**config.mk**
```make
export PLATFORM = sky130hd
export DESIGN_NAME = sdram_wr_feeder_flat
export DESIGN_NICKNAME = d
export VERILOG_FILES = /design/src/rtl/sdram_wr_feeder_if.sv /design/src/rtl/sdram_wr_feeder.sv /design/src/flat_wrapper.sv
export SDC_FILE = /design/constraint.sdc
export NUM_CORES = 1
export LEC_CHECK = 0
export ABC_AREA = 1
export BUFFER_PORTS_ARGS = -buffer_cell sky130_fd_sc_hd__buf_2
export CAP_MARGIN = 5
export CORE_ASPECT_RATIO = 2
export CORE_MARGIN = 1
export CORE_UTILIZATION = 45
export DETAILED_ROUTE_END_ITERATION = 8
export GPL_TIMING_DRIVEN = 0
export PLACE_DENSITY_LB_ADDON = 0.08
export REMOVE_ABC_BUFFERS = 1
export SLEW_MARGIN = 20
export SYNTH_ARGS = -nofsm -noshare
export SYNTH_HDL_FRONTEND = slang
export SYNTH_SLANG_ARGS = --single-unit
export TNS_END_PERCENT = 5
```
**constraint.sdc**
```tcl
create_clock -name sys_clk -period 3.5 [get_ports sys_clk]
set_input_delay 0 -clock sys_clk [delete_from_list [all_inputs] [get_ports sys_clk]]
set_output_delay 0 -clock sys_clk [all_outputs]
set_load 0.02 [all_outputs]
```
**src/rtl/sdram_wr_feeder_if.sv**
```systemverilog
// Bundle of every non-clock signal between the write feeder, the user stream
// that fills it and the SDRAM controller write port that drains it.
//   slave  : the feeder's view (inputs: user stream, address load, controller
//            strobes; outputs: in_ready, write request/address/data, status)
//   master : the environment's view (user source plus controller), mirror image
interface sdram_wr_feeder_if #(
   parameter int unsigned DEPTH  = 16,
   parameter int unsigned ADDR_W = 25,
   parameter int unsigned DATA_W = 16
);
   localparam int unsigned LVL_W = $clog2(DEPTH) + 1;

   logic              in_valid;
   logic [DATA_W-1:0] in_data;
   logic              in_ready;
   logic              addr_load;
   logic [ADDR_W-1:0] addr_load_val;
   logic              wr_req;
   logic [ADDR_W-1:0] wr_addr;
   logic [DATA_W-1:0] wr_data;
   logic [9:0]        wr_burst_len;
   logic              wr_dqm;
   logic              new_data;
   logic              wr_end;
   logic              busy;
   logic [LVL_W-1:0]  fifo_level;
   logic [15:0]       burst_cnt;
   logic              err;

   modport slave (
      input  in_valid, in_data, addr_load, addr_load_val, new_data, wr_end, busy,
      output in_ready, wr_req, wr_addr, wr_data, wr_burst_len, wr_dqm,
             fifo_level, burst_cnt, err
   );

   modport master (
      output in_valid, in_data, addr_load, addr_load_val, new_data, wr_end, busy,
      input  in_ready, wr_req, wr_addr, wr_data, wr_burst_len, wr_dqm,
             fifo_level, burst_cnt, err
   );
endinterface

```
**src/rtl/sdram_wr_feeder.sv**
```systemverilog
// SDRAM write feeder: buffers user words in a first-word-fall-through FIFO and,
// once a full burst is stored and the controller is idle, requests a write
// burst at an auto-incrementing address, handing over one word per new_data.
// Ports:
//   sys_clk  : single clock, rising edge
//   sys_rst  : synchronous active-high reset
//   bus      : sdram_wr_feeder_if.slave (user stream, address load, controller
//              write port, fifo_level / burst_cnt / err status)
// DEPTH must be a power of two, at least 2 and at least BURST_LEN.
module sdram_wr_feeder #(
   parameter int unsigned DEPTH     = 16,
   parameter int unsigned BURST_LEN = 8,
   parameter int unsigned ADDR_W    = 25,
   parameter int unsigned DATA_W    = 16
) (
   input logic              sys_clk,
   input logic              sys_rst,
   sdram_wr_feeder_if.slave bus
);
   localparam int unsigned PTR_W = $clog2(DEPTH);
   localparam int unsigned LVL_W = $clog2(DEPTH) + 1;
   localparam int unsigned CNT_W = $clog2(BURST_LEN + 1);

   typedef enum logic [1:0] {
      S_IDLE  = 2'd0,
      S_BURST = 2'd1,
      S_DONE  = 2'd2
   } state_t;

   state_t            state_q, state_d;

   logic [DATA_W-1:0] mem_q [DEPTH];
   logic [PTR_W-1:0]  wr_ptr_q, wr_ptr_d;
   logic [PTR_W-1:0]  rd_ptr_q, rd_ptr_d;
   logic [LVL_W-1:0]  level_q, level_d;
   logic [LVL_W-1:0]  level_after_pop;
   logic [DATA_W-1:0] wr_data_q, wr_data_d;
   logic              in_ready_q, in_ready_d;

   logic [CNT_W-1:0]  pop_cnt_q, pop_cnt_d;
   logic [ADDR_W-1:0] wr_addr_q, wr_addr_d;
   logic [15:0]       burst_cnt_q, burst_cnt_d;
   logic              wr_req_q, wr_req_d;
   logic              err_q, err_d;

   logic              push;
   logic              pop;
   logic              start;
   logic              pop_cnt_full;

   // Handshake qualifiers; an address load in IDLE defers the start by a cycle
   assign push  = bus.in_valid && (level_q < LVL_W'(DEPTH));
   assign pop   = (state_q == S_BURST) && bus.new_data && (pop_cnt_q < CNT_W'(BURST_LEN));
   assign start = (level_q >= LVL_W'(BURST_LEN)) && !bus.busy && !bus.addr_load;
   // Burst word count including a pop happening this very cycle
   assign pop_cnt_full = ((pop_cnt_q + CNT_W'(pop)) == CNT_W'(BURST_LEN));

   // State register
   always_ff @(posedge sys_clk) begin
      if (sys_rst) begin
         state_q <= S_IDLE;
      end else begin
         state_q <= state_d;
      end
   end

   // Next-state logic
   always_comb begin
      state_d = state_q;
      case (state_q)
         S_IDLE:  if (start) state_d = S_BURST;
         S_BURST: if (bus.wr_end) state_d = S_DONE;
         S_DONE:  state_d = S_IDLE;
         default: state_d = S_IDLE;
      endcase
   end

   // Burst control outputs: address, word count, completed-burst count, error
   always_comb begin
      wr_addr_d   = wr_addr_q;
      pop_cnt_d   = pop_cnt_q;
      burst_cnt_d = burst_cnt_q;
      err_d       = err_q;
      case (state_q)
         S_IDLE: begin
            if (bus.addr_load) wr_addr_d = bus.addr_load_val;
            if (start)         pop_cnt_d = '0;
         end
         S_BURST: begin
            if (pop) pop_cnt_d = pop_cnt_q + CNT_W'(1);
            // A strobe beyond the burst length is dropped and flagged
            if (bus.new_data && !pop) err_d = 1'b1;
            if (bus.wr_end) begin
               wr_addr_d   = wr_addr_q + ADDR_W'(BURST_LEN);
               burst_cnt_d = burst_cnt_q + 16'd1;
               if (!pop_cnt_full) err_d = 1'b1;
            end
         end
         default: ;
      endcase
      wr_req_d = (state_d == S_BURST);
   end

   // FIFO pointers, level and registered head word
   always_comb begin
      wr_ptr_d        = push ? wr_ptr_q + PTR_W'(1) : wr_ptr_q;
      rd_ptr_d        = pop  ? rd_ptr_q + PTR_W'(1) : rd_ptr_q;
      level_after_pop = level_q - LVL_W'(pop);
      level_d         = level_after_pop + LVL_W'(push);
      in_ready_d      = (level_d < LVL_W'(DEPTH));
      wr_data_d       = wr_data_q;
      // With nothing left after the pop, the head is the word arriving now
      if (level_after_pop == '0) begin
         if (push) wr_data_d = bus.in_data;
      end else begin
         wr_data_d = mem_q[rd_ptr_d];
      end
   end

   always_ff @(posedge sys_clk) begin
      if (sys_rst) begin
         wr_ptr_q    <= '0;
         rd_ptr_q    <= '0;
         level_q     <= '0;
         wr_data_q   <= '0;
         in_ready_q  <= 1'b1;
         pop_cnt_q   <= '0;
         wr_addr_q   <= '0;
         burst_cnt_q <= '0;
         wr_req_q    <= 1'b0;
         err_q       <= 1'b0;
      end else begin
         wr_ptr_q    <= wr_ptr_d;
         rd_ptr_q    <= rd_ptr_d;
         level_q     <= level_d;
         wr_data_q   <= wr_data_d;
         in_ready_q  <= in_ready_d;
         pop_cnt_q   <= pop_cnt_d;
         wr_addr_q   <= wr_addr_d;
         burst_cnt_q <= burst_cnt_d;
         wr_req_q    <= wr_req_d;
         err_q       <= err_d;
      end
   end

   // Storage array, no reset needed
   always_ff @(posedge sys_clk) begin
      if (!sys_rst && push) mem_q[wr_ptr_q] <= bus.in_data;
   end

   assign bus.in_ready     = in_ready_q;
   assign bus.wr_req       = wr_req_q;
   assign bus.wr_addr      = wr_addr_q;
   assign bus.wr_data      = wr_data_q;
   assign bus.wr_burst_len = 10'(BURST_LEN);
   assign bus.wr_dqm       = 1'b0;
   assign bus.fifo_level   = level_q;
   assign bus.burst_cnt    = burst_cnt_q;
   assign bus.err          = err_q;
endmodule

```
**src/flat_wrapper.sv**
```systemverilog
// flat-port wrapper written by rule: the top's interface ports become plain ports
module sdram_wr_feeder_flat 
#(
   parameter int unsigned DEPTH     = 16,
   parameter int unsigned BURST_LEN = 8,
   parameter int unsigned ADDR_W    = 25,
   parameter int unsigned DATA_W    = 16
)
  (sys_clk, sys_rst, bus_in_valid, bus_in_data, bus_addr_load, bus_addr_load_val, bus_new_data, bus_wr_end, bus_busy, bus_in_ready, bus_wr_req, bus_wr_addr, bus_wr_data, bus_wr_burst_len, bus_wr_dqm, bus_fifo_level, bus_burst_cnt, bus_err);
  sdram_wr_feeder_if #(.DEPTH(DEPTH), .ADDR_W(ADDR_W), .DATA_W(DATA_W)) bus_i ();
  input logic sys_clk;
  input logic sys_rst;
  input wire logic [$bits(bus_i.in_valid)-1:0] bus_in_valid;
  input wire logic [$bits(bus_i.in_data)-1:0] bus_in_data;
  input wire logic [$bits(bus_i.addr_load)-1:0] bus_addr_load;
  input wire logic [$bits(bus_i.addr_load_val)-1:0] bus_addr_load_val;
  input wire logic [$bits(bus_i.new_data)-1:0] bus_new_data;
  input wire logic [$bits(bus_i.wr_end)-1:0] bus_wr_end;
  input wire logic [$bits(bus_i.busy)-1:0] bus_busy;
  output wire logic [$bits(bus_i.in_ready)-1:0] bus_in_ready;
  output wire logic [$bits(bus_i.wr_req)-1:0] bus_wr_req;
  output wire logic [$bits(bus_i.wr_addr)-1:0] bus_wr_addr;
  output wire logic [$bits(bus_i.wr_data)-1:0] bus_wr_data;
  output wire logic [$bits(bus_i.wr_burst_len)-1:0] bus_wr_burst_len;
  output wire logic [$bits(bus_i.wr_dqm)-1:0] bus_wr_dqm;
  output wire logic [$bits(bus_i.fifo_level)-1:0] bus_fifo_level;
  output wire logic [$bits(bus_i.burst_cnt)-1:0] bus_burst_cnt;
  output wire logic [$bits(bus_i.err)-1:0] bus_err;
  assign bus_i.in_valid = bus_in_valid;
  assign bus_i.in_data = bus_in_data;
  assign bus_i.addr_load = bus_addr_load;
  assign bus_i.addr_load_val = bus_addr_load_val;
  assign bus_i.new_data = bus_new_data;
  assign bus_i.wr_end = bus_wr_end;
  assign bus_i.busy = bus_busy;
  assign bus_in_ready = bus_i.in_ready;
  assign bus_wr_req = bus_i.wr_req;
  assign bus_wr_addr = bus_i.wr_addr;
  assign bus_wr_data = bus_i.wr_data;
  assign bus_wr_burst_len = bus_i.wr_burst_len;
  assign bus_wr_dqm = bus_i.wr_dqm;
  assign bus_fifo_level = bus_i.fifo_level;
  assign bus_burst_cnt = bus_i.burst_cnt;
  assign bus_err = bus_i.err;
  sdram_wr_feeder #(.DEPTH(DEPTH), .BURST_LEN(BURST_LEN), .ADDR_W(ADDR_W), .DATA_W(DATA_W)) u_core (.sys_clk(sys_clk), .sys_rst(sys_rst), .bus(bus_i));
endmodule
```
==> results.cfg <==
[outcome]
status = finished clean

[clock_tree]
cts_buffer_depth = 3
tritoncts = done
cts_buffers = 31
cts_htree_levels = 1
worst_skew_pair_later_pin_latency_ns = 0.57
cts.clk_slew.worst_paths_ns = 0.07
cts.root.buffer_cell = clkbuf_16
cts_sinks = 335

[timing]
setup-violations-final = 0
finalClockSkew_ns = 0.0141
hold_ws_ns = 0.0154
layout_worst_path_cycle_share_pct = 92.6
worst_pin_slew_ns = 0.876
post-route-min-period_ns = 3.24
final_hold_viol_count = 0
max-slew-margin-rel_pct = 41.5
setup-tns-final_ns = 0
rsz_0062_raised_after_global_routing = yes
drv_slew = 0
maxClockFrequency_ghz = 0.309

[critical_path]
cp-end-kind = register
worstPathCellList = inv_2 > nor2_8 > nand3_4 > buf_12 > nand2_4 > buf_16 > nand2_1 > nand3_1 > nand3_1 > nand3_1 > nand3_1 > nand2_1 > inv_1
crit_path_arrival_time_ns = 3.71
slowest_delay_ns = 0.52
timing.critical_path.from_type = register
worstPathMaxFanout = 59
most_frequent_cp_cell = nand3_1
timing_worst_setup_path_type = register to register
worst_ep_required_time_ns = 3.97
critical_path.slowest_cell = nand3_4

[yosys]
ys_seq_area_share_pct = 59.3
ys_seq_elements = 335
synth_compound_gate_area_share_pct = 3.59
synth-edff-count = 256
ys_async_sr_fraction_pct = 0
yosys.area_share.adder_pct = 1.12
synth_cell_types = 44
netlist.top_cell.by_area = edfxtp_1
ys.flop_type = edfxtp_1
synthSimpleGateAreaFrac_pct = 24.9
ys_top_cells_by_area = edfxtp_1, dfxtp_1, nand3_1, nand2_1, inv_1
ys_warn_count = 0
post-synth-top-area-fraction_pct = 49.2
post_synth_xor_area_fraction_pct = 1.13
netlist_area_mm2 = 0.0156
postSynthAreaPerCell_um2 = 9.74
post_synth_mux_area_share_pct = 1.02
synthCells = 1604
synth_top_family_by_area = simple AND/OR/NAND/NOR gates

[global_route]
grt_usage_pct = 24.0
grt_antenna_before_repair = 0
grt_max_degree = 60
grt_overflow = 0
wire_length_of_the_first_global_routing_pass_mm = 63.9
grt_pass1_vias = 11600

[detailed_routing]
detail_route.first_pass.iterations = 5
first_iter_violations = 696
route.final.wire_length_mm = 42.3
drc = 0
routed-via-count = 11700
post_drt_via_cell_ratio = 5.31
final_antenna_net_count = 0
routed_wire_length_per_instance_um = 19.1

[floorplanning]
fp.dieArea_mm2 = 0.0355
floorplan.rows = 96
floorplan.initialDensity_pct = 45.7
die_y_um = 266
io-pin-count = 124
floorplan.die.width_um = 134
coreArea_mm2 = 0.0342

[placement]
place.port_buffers = 112
globalplace.congestion = 0.815
dp_hpwl_mm = 25.4

[job]
timing.max_cap.violations = 0

[power_and_ir_drop]
static-leakage-power_nw = 7.73
p_per_area_mw_per_mm2 = 449
ir_drop_mv = 0.470
power_mw = 8.40

[final_layout]
final_core_util_pct = 54.6
n_antenna_cell = 0
drive_above_1_share_pct = 13.5
layout.filler_cells = 3044
layout-area-overhead-vs-synth_pct = 19.6
design.final.nets = 1807

[min_path]
hold_path_class = primary input to register
## path summary, 6_finish.rpt
check | slack [ns] | startpoint | end | depth (start not counted)
worst max-delay path | 0.26 | u_core.state_q[0]$_SDFF_PP0_ | u_core.bus.wr_data[6]$_SDFFE_PP0P_ | 13
worst min-delay path | 0.02 | sys_rst | u_core.bus.burst_cnt[4]$_SDFFE_PP0P_ | 2
worst min register to register | 0.48 | u_core.bus.burst_cnt[12]$_SDFFE_PP0P_ | u_core.bus.burst_cnt[12]$_SDFFE_PP0P_ | 2
worst max register to register | 0.26 | u_core.state_q[0]$_SDFF_PP0_ | u_core.bus.wr_data[6]$_SDFFE_PP0P_ | 13
## flip-flops by register name (all words and copies together), names as in the netlist
register / flops
u_core.bus.in_ready: 1
u_core.bus.fifo_level: 5
u_core.bus.burst_cnt: 16
u_core.bus.wr_data: 16
u_core.bus.wr_req: 1
u_core.bus.err: 1
u_core.state_q: 2
u_core.bus.wr_addr: 25
u_core.pop_cnt_q: 4
u_core.mem_q: 256
u_core.wr_ptr_q: 4
u_core.rd_ptr_q: 4
## layout by cell type, fill, tap and decap left out, types with 3 or more instances in the layout
master         count
nor2_1            46
nand3b_1         114
buf_8              4
clkbuf_16         31
edfxtp_1         256
nand3_1          307
o21bai_1           5
buf_2            112
a211oi_1           6
clkbuf_1           6
bufinv_16          3
xnor2_1            6
mux2i_1           16
nor2_4            17
or2_2              7
a31oi_1            3
nand4_1            7
clkinv_2           6
nand2_1          258
buf_12            10
a21oi_1           41
dlygate4sd3_1     52
inv_1            234
nor3_1            11
o21ai_0           34
clkbuf_8           6
dfxtp_1           79
ha_1              14
o211ai_1           3
conb_1            11
nand2_4            5
inv_2              5
xor2_1            10
buf_16            13
## metal layers
| metal | GRT usage, % | wire length [um] |
|---|---|---|
| met1 | 25.9 | 15500 |
| met2 | 46.1 | 23000 |
| met3 | 2.48 | 2090 |
| met4 | 10.6 | 1680 |
| met5 | 0 | 0 |
## timing repair
item | in CTS | in global routing
hold buffers | 52 | 0
pin swaps | 2 | 2
endpoints found under the hold margin | 287 | 0
gates resized for setup | 1 | 2
cloned | 0 | 1
endpoints found under the setup margin | 16 | 16
buffers inserted | 1 | 1
## power breakdown
part	internal (mW)	switching, mW
Clock	1.97	1.48
Sequential	4.34	0.0480
Combinational	0.203	0.345
Total	6.52	1.87
## through the flow
| step | worst slack (ns) | instances | cell area (um^2) |
|---|---|---|---|
| global route | -0.00574 | 2210 | 18700 |
| finish | 0.260 | 2210 | 18700 |
| floorplan | -2.79 | 1517 | 15200 |
| detailed placement | -0.260 | 2098 | 17100 |
| CTS | 0.0205 | 2208 | 18700 |
| global placement | -7.99 | 2070 | 16300 |
## logic make-up (layout without fill, tap and decap cells)
| logic type | count (synthesis) | count (layout) |
|---|---|---|
| AO/OA/AOI/OAI | 100 | 100 |
| XOR/XNOR | 18 | 18 |
| adder cells (fa/ha/maj) | 14 | 14 |
| buffers and inverters | 335 | 490 |
| flip-flops | 335 | 335 |
| multiplexers | 16 | 16 |
| other | 2 | 11 |
| AND/OR/NAND/NOR | 784 | 785 |
## final cells by class
cell class	count	area (um^2)	area share, %
Clock buffer	43	881	4.71
Inverter	239	897	4.80
Multi-Input combinational cell	944	5220	27.9
Timing Repair Buffer	194	1730	9.25
Sequential cell	335	9270	49.6
Clock inverter	14	153	0.816
Tap cell	441	552	2.95
## synthesized netlist by cell type, types with 3 or more instances
cell      count
buf_4        16
nand3b_1    114
edfxtp_1    256
or2_2         7
xor2_1       11
nand4_1       7
a211oi_1      6
buf_2        55
mux2i_1      16
o211ai_1      3
a31oi_1       3
o21bai_1      5
ha_1         14
nor2_1       62
a21oi_1      41
o21ai_0      34
nand3_1     307
nand2_1     263
inv_2         4
nor3_1       11
inv_1       235
xnor2_1       6
clkbuf_1     23
dfxtp_1      79
## worst max-delay path: cells and delay by family, from the launching register on
kind	cells	cell delay (ns)
AND/OR/NAND/NOR	9	1.91
buffers and inverters	4	0.80
flip-flops	1	0.37
(Power assumes the default switching activity.)
